**src/rtl/camera_pwr_pkg.sv**
```systemverilog
// Shared state encoding, pin levels per state and 50 MHz default delays
// for the camera power sequencer.
package camera_pwr_pkg;

    localparam int STATE_W = 3;

    typedef enum logic [STATE_W-1:0] {
        ST_OFF       = 3'd0,
        ST_PWDN_WAIT = 3'd1,
        ST_RST_WAIT  = 3'd2,
        ST_INIT_WAIT = 3'd3,
        ST_ON        = 3'd4,
        ST_SHUTDOWN  = 3'd5
    } state_t;

    localparam int DEF_CNT_W  = 20;
    localparam int DEF_T_PWDN = 262144;
    localparam int DEF_T_RST  = 65535;
    localparam int DEF_T_INIT = 1048575;
    localparam int DEF_T_OFF  = 2500;

    typedef struct packed {
        logic pwnd;
        logic rstn;
        logic init_en;
        logic busy;
    } pin_levels_t;

    function automatic pin_levels_t levels_of(input state_t s);
        pin_levels_t l;
        l = '{pwnd: 1'b1, rstn: 1'b0, init_en: 1'b0, busy: 1'b0};
        case (s)
            ST_PWDN_WAIT: l = '{pwnd: 1'b1, rstn: 1'b0, init_en: 1'b0, busy: 1'b1};
            ST_RST_WAIT:  l = '{pwnd: 1'b0, rstn: 1'b0, init_en: 1'b0, busy: 1'b1};
            ST_INIT_WAIT: l = '{pwnd: 1'b0, rstn: 1'b1, init_en: 1'b0, busy: 1'b1};
            ST_ON:        l = '{pwnd: 1'b0, rstn: 1'b1, init_en: 1'b1, busy: 1'b0};
            ST_SHUTDOWN:  l = '{pwnd: 1'b0, rstn: 1'b0, init_en: 1'b0, busy: 1'b1};
            default:      l = '{pwnd: 1'b1, rstn: 1'b0, init_en: 1'b0, busy: 1'b0};
        endcase
        return l;
    endfunction

endpackage

```
**src/rtl/camera_power_seq.sv**
```systemverilog
// Camera sensor power sequencer: timed PWDN/RESETB/init-enable bring-up,
// request-driven shutdown, abort of an in-flight power-up and status outputs.
module camera_power_seq
    import camera_pwr_pkg::*;
#(
    parameter int CNT_W  = DEF_CNT_W,
    parameter int T_PWDN = DEF_T_PWDN,
    parameter int T_RST  = DEF_T_RST,
    parameter int T_INIT = DEF_T_INIT,
    parameter int T_OFF  = DEF_T_OFF
) (
    input  logic               clk_50M,
    input  logic               reset,
    input  logic               power_req,
    output logic               camera_pwnd,
    output logic               camera_rstn,
    output logic               initial_en,
    output logic               up_done,
    output logic               busy,
    output logic [STATE_W-1:0] state_o
);

    localparam longint MAX_T = (64'd1 << CNT_W) - 64'd1;

    if (longint'(T_PWDN) < 1 || longint'(T_PWDN) > MAX_T ||
        longint'(T_RST)  < 1 || longint'(T_RST)  > MAX_T ||
        longint'(T_INIT) < 1 || longint'(T_INIT) > MAX_T ||
        longint'(T_OFF)  < 1 || longint'(T_OFF)  > MAX_T) begin : g_bad_delay
        $error("camera_power_seq: every T_* must lie in 1 .. 2^CNT_W-1");
    end

    // Counter value on the final cycle of each timed state.
    localparam logic [CNT_W-1:0] LAST_PWDN = CNT_W'(T_PWDN - 1);
    localparam logic [CNT_W-1:0] LAST_RST  = CNT_W'(T_RST - 1);
    localparam logic [CNT_W-1:0] LAST_INIT = CNT_W'(T_INIT - 1);
    localparam logic [CNT_W-1:0] LAST_OFF  = CNT_W'(T_OFF - 1);

    state_t           r_state;
    logic [CNT_W-1:0] r_cnt;
    logic             r_pwnd;
    logic             r_rstn;
    logic             r_init_en;
    logic             r_up_done;
    logic             r_busy;

    state_t           w_state_nxt;
    logic             w_timed;
    logic [CNT_W-1:0] w_cnt_nxt;
    pin_levels_t      w_lvl_nxt;
    logic             w_up_done_nxt;

    // Abort is tested before expiry so a same-edge request drop always wins.
    always_comb begin
        w_state_nxt   = r_state;
        w_timed       = 1'b0;
        w_cnt_nxt     = r_cnt;
        w_lvl_nxt     = levels_of(ST_OFF);
        w_up_done_nxt = 1'b0;
        case (r_state)
            ST_OFF: begin
                if (power_req) w_state_nxt = ST_PWDN_WAIT;
            end
            ST_PWDN_WAIT: begin
                w_timed = 1'b1;
                if (!power_req)              w_state_nxt = ST_OFF;
                else if (r_cnt == LAST_PWDN) w_state_nxt = ST_RST_WAIT;
            end
            ST_RST_WAIT: begin
                w_timed = 1'b1;
                if (!power_req)             w_state_nxt = ST_SHUTDOWN;
                else if (r_cnt == LAST_RST) w_state_nxt = ST_INIT_WAIT;
            end
            ST_INIT_WAIT: begin
                w_timed = 1'b1;
                if (!power_req)              w_state_nxt = ST_SHUTDOWN;
                else if (r_cnt == LAST_INIT) w_state_nxt = ST_ON;
            end
            ST_ON: begin
                if (!power_req) w_state_nxt = ST_SHUTDOWN;
            end
            ST_SHUTDOWN: begin
                w_timed = 1'b1;
                if (r_cnt == LAST_OFF) w_state_nxt = ST_OFF;
            end
            default: begin
                w_state_nxt = ST_OFF;
            end
        endcase

        if (w_state_nxt != r_state) w_cnt_nxt = '0;
        else if (w_timed)           w_cnt_nxt = r_cnt + 1'b1;

        w_lvl_nxt     = levels_of(w_state_nxt);
        w_up_done_nxt = (r_state == ST_INIT_WAIT) && (w_state_nxt == ST_ON);
    end

    always_ff @(posedge clk_50M or posedge reset) begin
        if (reset) begin
            r_state   <= ST_OFF;
            r_cnt     <= '0;
            r_pwnd    <= 1'b1;
            r_rstn    <= 1'b0;
            r_init_en <= 1'b0;
            r_up_done <= 1'b0;
            r_busy    <= 1'b0;
        end else begin
            r_state   <= w_state_nxt;
            r_cnt     <= w_cnt_nxt;
            r_pwnd    <= w_lvl_nxt.pwnd;
            r_rstn    <= w_lvl_nxt.rstn;
            r_init_en <= w_lvl_nxt.init_en;
            r_up_done <= w_up_done_nxt;
            r_busy    <= w_lvl_nxt.busy;
        end
    end

    assign camera_pwnd = r_pwnd;
    assign camera_rstn = r_rstn;
    assign initial_en  = r_init_en;
    assign up_done     = r_up_done;
    assign busy        = r_busy;
    assign state_o     = r_state;

endmodule

```
**config.mk**
```make
export PLATFORM = sky130hd
export DESIGN_NAME = camera_power_seq
export DESIGN_NICKNAME = d
export VERILOG_FILES = /design/src/rtl/camera_pwr_pkg.sv /design/src/rtl/camera_power_seq.sv
export SDC_FILE = /design/constraint.sdc
export NUM_CORES = 1
export LEC_CHECK = 0
export BUFFER_PORTS_ARGS = -buffer_cell sky130_fd_sc_hd__buf_2
export CORE_ASPECT_RATIO = 0.6
export CORE_MARGIN = 5
export CORE_UTILIZATION = 59
export DETAILED_ROUTE_END_ITERATION = 8
export PLACE_DENSITY = 0.86
export SLEW_MARGIN = 20
export SYNTH_ARGS = -nofsm -noshare
export SYNTH_HDL_FRONTEND = slang
export SYNTH_SLANG_ARGS = --single-unit
export TNS_END_PERCENT = 10
```
**constraint.sdc**
```tcl
create_clock -name clk_50M -period 2.7 [get_ports clk_50M]
set_input_delay 0.27 -clock clk_50M [delete_from_list [all_inputs] [get_ports clk_50M]]
set_output_delay 0.27 -clock clk_50M [all_outputs]
set_load 0.02 [all_outputs]
```
==> reports/results.md <==
| Quantity | This run | Unit |
|---|---|---|
| Power dissipated by switching net loads | 0.298 | mW |
| Pin count of the biggest net entering global routing | 29 | - |
| Leading area contributor after synthesis | dfrtp_1 | - |
| Synthesized netlist net count | 203 | - |
| Peak clock frequency supported by timing | 418 | MHz |
| CTS tree | done | - |
| Finished layout cell area | 1850 | sq um |
| Number of vias in the routed layout | 1,445 | - |
| Power per cell area | 550 | nW/um^2 |
| Worst IR drop on VDD | 262 | uV |
| Fraction of power consumed by the clock network | 32.6 | % |
| Clock Sink Count | 28 | - |
| Maximum single-stage delay on the critical path | 490 | ps |
| Vertical extent of the die | 51.4 | microns |
| Crit start category | register | - |
| Cell at the root of the clock tree | clkbuf_8 | - |
| Slew Limit Headroom | 53.0 | % |
| Sequential cell area | 702 | sq um |
| Count of distinct cell types in the synthesized netlist | 37 | - |
| Average via count per standard cell | 6.05 | - |
| CTS Buf Count | 3 | - |
| Global Route Usage Sum | 21.9 | % |
| Worst hold-check slack | 45.4 | ps |
| CTS HTree Levels | 1 | - |
| Total gr overflow | 0 | - |
| Layout Utilization | 66.0 | % |
| Number of detailed-route iterations in the first pass | 4 | - |
| Count of fill cells added during filler insertion | 228 | - |
| Clock latency of the later-clocked register in the worst-skew pair | 280 | ps |
| Floorplan Core Area | 2800 | sq um |
| Number of standard-cell rows in the floorplan | 15 | - |
| Final count of pins violating max slew | 0 | - |
| Fraction of layout cells with a size suffix above 1 | 13.2 | % |
| Area delta synth->final | 9.58 | % |
| Clock period minus worst slack | 2390 | ps |
| Sequential share of power | 46.9 | % |
| Number of global-route vias before repair | 1,429 | - |
| Leak | 0.802 | nW |
| Minimum setup slack among reg-to-reg paths | 310 | ps |
| Worst r2r path cells | 6 | - |
| Worst Max-Slew Pin Slew | 703 | ps |
| Post-synthesis sequential area ratio | 41.6 | % |
| End of the worst register-to-register path | camera_rstn$_DFF_PP0_ | - |
| Series of cell instances along the critical path | and3_2 > nand4_4 > o41ai_2 > o311ai_1 > or3_1 > mux2_4 | - |
| Synthesized netlist cell count | 198 | - |
| Maximum fanout encountered on the critical timing path | 6 | - |
| Layout net count | 211 | - |
| Top post-synthesis cells by area | dfrtp_1 (40%), nand2_1 (8.0%), a21oi_1 (6.5%) | - |
| Post-detailed-route count of antenna-violating nets | 0 | - |
| PostCTS Resize Cnt | 0 | - |
| Final-report hold violation count | 0 | - |
| Synthesis warning total | 0 | - |
| Internal power | 0.717 | mW |
| Setup-violating endpoint count in the final report | 0 | - |
| Overall power after layout | 1.02 | mW |
| Cell at the slowest stage of the critical path | or3_1 | - |
| Clock Skew | 6.92 | ps |
| Critical register-to-register path startpoint | r_cnt[2]$_DFFE_PP0P_ | - |
| Antenna violations before repair | 0 | - |
| Synthesis-stage register bit count | 28 | - |
| Final setup TNS | 0 | ps |
| RePlAce Congestion | 0.982 | - |
| Most used standard cell by instance count after synthesis | nand2_1 | - |
| CP Class | reg -> reg | - |
| Count of flip-flops with a built-in enable after synthesis | 0 | - |
| Die outline area | 4060 | sq um |
| Hold buffer count at CTS | 0 | - |
| Share of Yosys cell area claimed by the top area cell type | 40.1 | % |
| Inserted Diodes | 0 | - |
| Synth cell count leaders | nand2_1 (36), dfrtp_1 (27), a21oi_1 (22), nor2_1 (13), xnor2_1 (12) | - |
| Routed len/inst | 16.8 | microns |
| Post-CTS setup buffers | 0 | - |
| First-pass GRT wire length | 6.91 | mm |
| I/O pin count | 11 | - |
| Starting utilization of the core area | 60.3 | % |
| Logic pwr share | 20.5 | % |
| Post-route DRC | 0 | - |
| Clock transition at the register clock pins on the worst setup and hold paths after CTS | 100 | ps |
| Final HPWL from detailed placement | 2.87 | mm |
| Leading register cell type out of synthesis | dfrtp_1 | - |
| Capturing element type of the critical path | register | - |
| Total area of multi-input combinational cells | 940 | sq um |
| Width of the die | 79 | microns |
| CTS max path bufs | 2 | - |
| Mean area per synthesized cell | 8.51 | sq um |
| Share of flip-flops with an asynchronous set or reset after synthesis | 100 | % |
| Switching share of power | 29.4 | % |
| Number of buffer cells added on primary ports | 10 | - |
| Post-Place Cell Area | 1770 | sq um |
| Max_cap viols | 0 | - |
| Data required time of the critical path | 2870 | ps |
| Min-Delay Path Class | in -> async | - |
| Mapped cell area | 1690 | sq um |
| Result of the run | finished, final reports clean | - |
| Crit path arrival time | 2560 | ps |
| Final wirelength | 4.01 | mm |
| Unrepaired setup endpoints after global routing | false | - |
| Iteration-0 DRC Markers | 103 | - |
| Final period utilization | 88.5 | % |
-- power by group through the flow --
stage	Sequential [mW]	Clock (mW)	Combinational, mW
final	0.476	0.331	0.208
after global routing	0.480	0.356	0.234
after CTS	0.476	0.339	0.207
after detailed placement	0.483	0	0.200
after global placement	0.479	0	0.193
after floorplan	0.483	0	0.144
-- layer usage --
metal,vias to the layer above,wire length [microns],global-route usage [%]
li1,706,-,-
met1,689,1940,32.7
met2,44,1780,30.9
met3,6,249,5.63
met4,0,37,6.29
met5,-,0,0
-- worst max path at each step --
stage          depth (start not counted)                     to                  start
6_report                               6  camera_rstn$_DFF_PP0_   r_cnt[2]$_DFFE_PP0P_
5_1_grt                                6  camera_rstn$_DFF_PP0_  r_cnt[16]$_DFFE_PP0P_
4_1_cts                                7   r_cnt[1]$_DFFE_PP0P_   r_cnt[1]$_DFFE_PP0P_
3_5_place_dp                           7   r_cnt[1]$_DFFE_PP0P_   r_cnt[1]$_DFFE_PP0P_
3_3_place_gp                           6  camera_rstn$_DFF_PP0_  r_cnt[16]$_DFFE_PP0P_
2_1_floorplan                          8  camera_rstn$_DFF_PP0_   state_o[2]$_DFF_PP0_
-- worst max-delay path: cells and delay by family, from the launching register on --
kind / cells / cell delay, ps
compound gates: 2 / 570
mux: 1 / 330
simple gates: 3 / 900
flops: 1 / 480
-- cell usage in the layout, fill, tap and decap left out, types with 2 or more instances in the layout --
master,n
a21oi_1,22
a31oi_1,2
and3_1,3
and3_2,3
buf_2,10
buf_4,3
clkbuf_8,3
dfrtp_1,27
ha_1,2
inv_1,4
nand2_1,36
nand2b_1,2
nand3_1,9
nand4_1,6
nor2_1,13
nor2b_1,5
nor3_1,6
nor4_1,6
o21ai_0,2
or3_1,2
xnor2_1,12
xor2_1,8
-- per-stage QoR --
stage	worst slack, ps	cells
2_1_floorplan	529	198
3_3_place_gp	340	235
3_5_place_dp	276	235
4_1_cts	244	239
5_1_grt	87.8	239
6_report	310	239
-- state kept, by name (all words and copies together), names as in the netlist --
signal,cells
initial_en,1
up_done,1
busy,1
camera_rstn,1
state_o,3
r_cnt,20
camera_pwnd,1
-- cell type report --
| type | count | area share, % |
|---|---|---|
| Clock buffer | 3 | 2.24 |
| Clock inverter | 1 | 1.63 |
| Sequential cell | 28 | 38.0 |
| Inverter | 5 | 1.02 |
| Timing Repair Buffer | 13 | 3.93 |
| Multi-Input combinational cell | 155 | 50.9 |
| Tap cell | 34 | 2.30 |
-- cell families (layout without fill, tap and decap cells) --
family | count (synthesis) | count (layout) | share of synthesized area, %
simple gates | 98 | 98 | 29.8
compound gates | 34 | 34 | 12.3
flops | 28 | 28 | 41.6
xor+xnor | 20 | 20 | 10.4
buf+inv | 15 | 22 | 3.56
fa+ha+maj | 2 | 2 | 1.48
mux | 1 | 1 | 0.891
(Power assumes the default switching activity.)
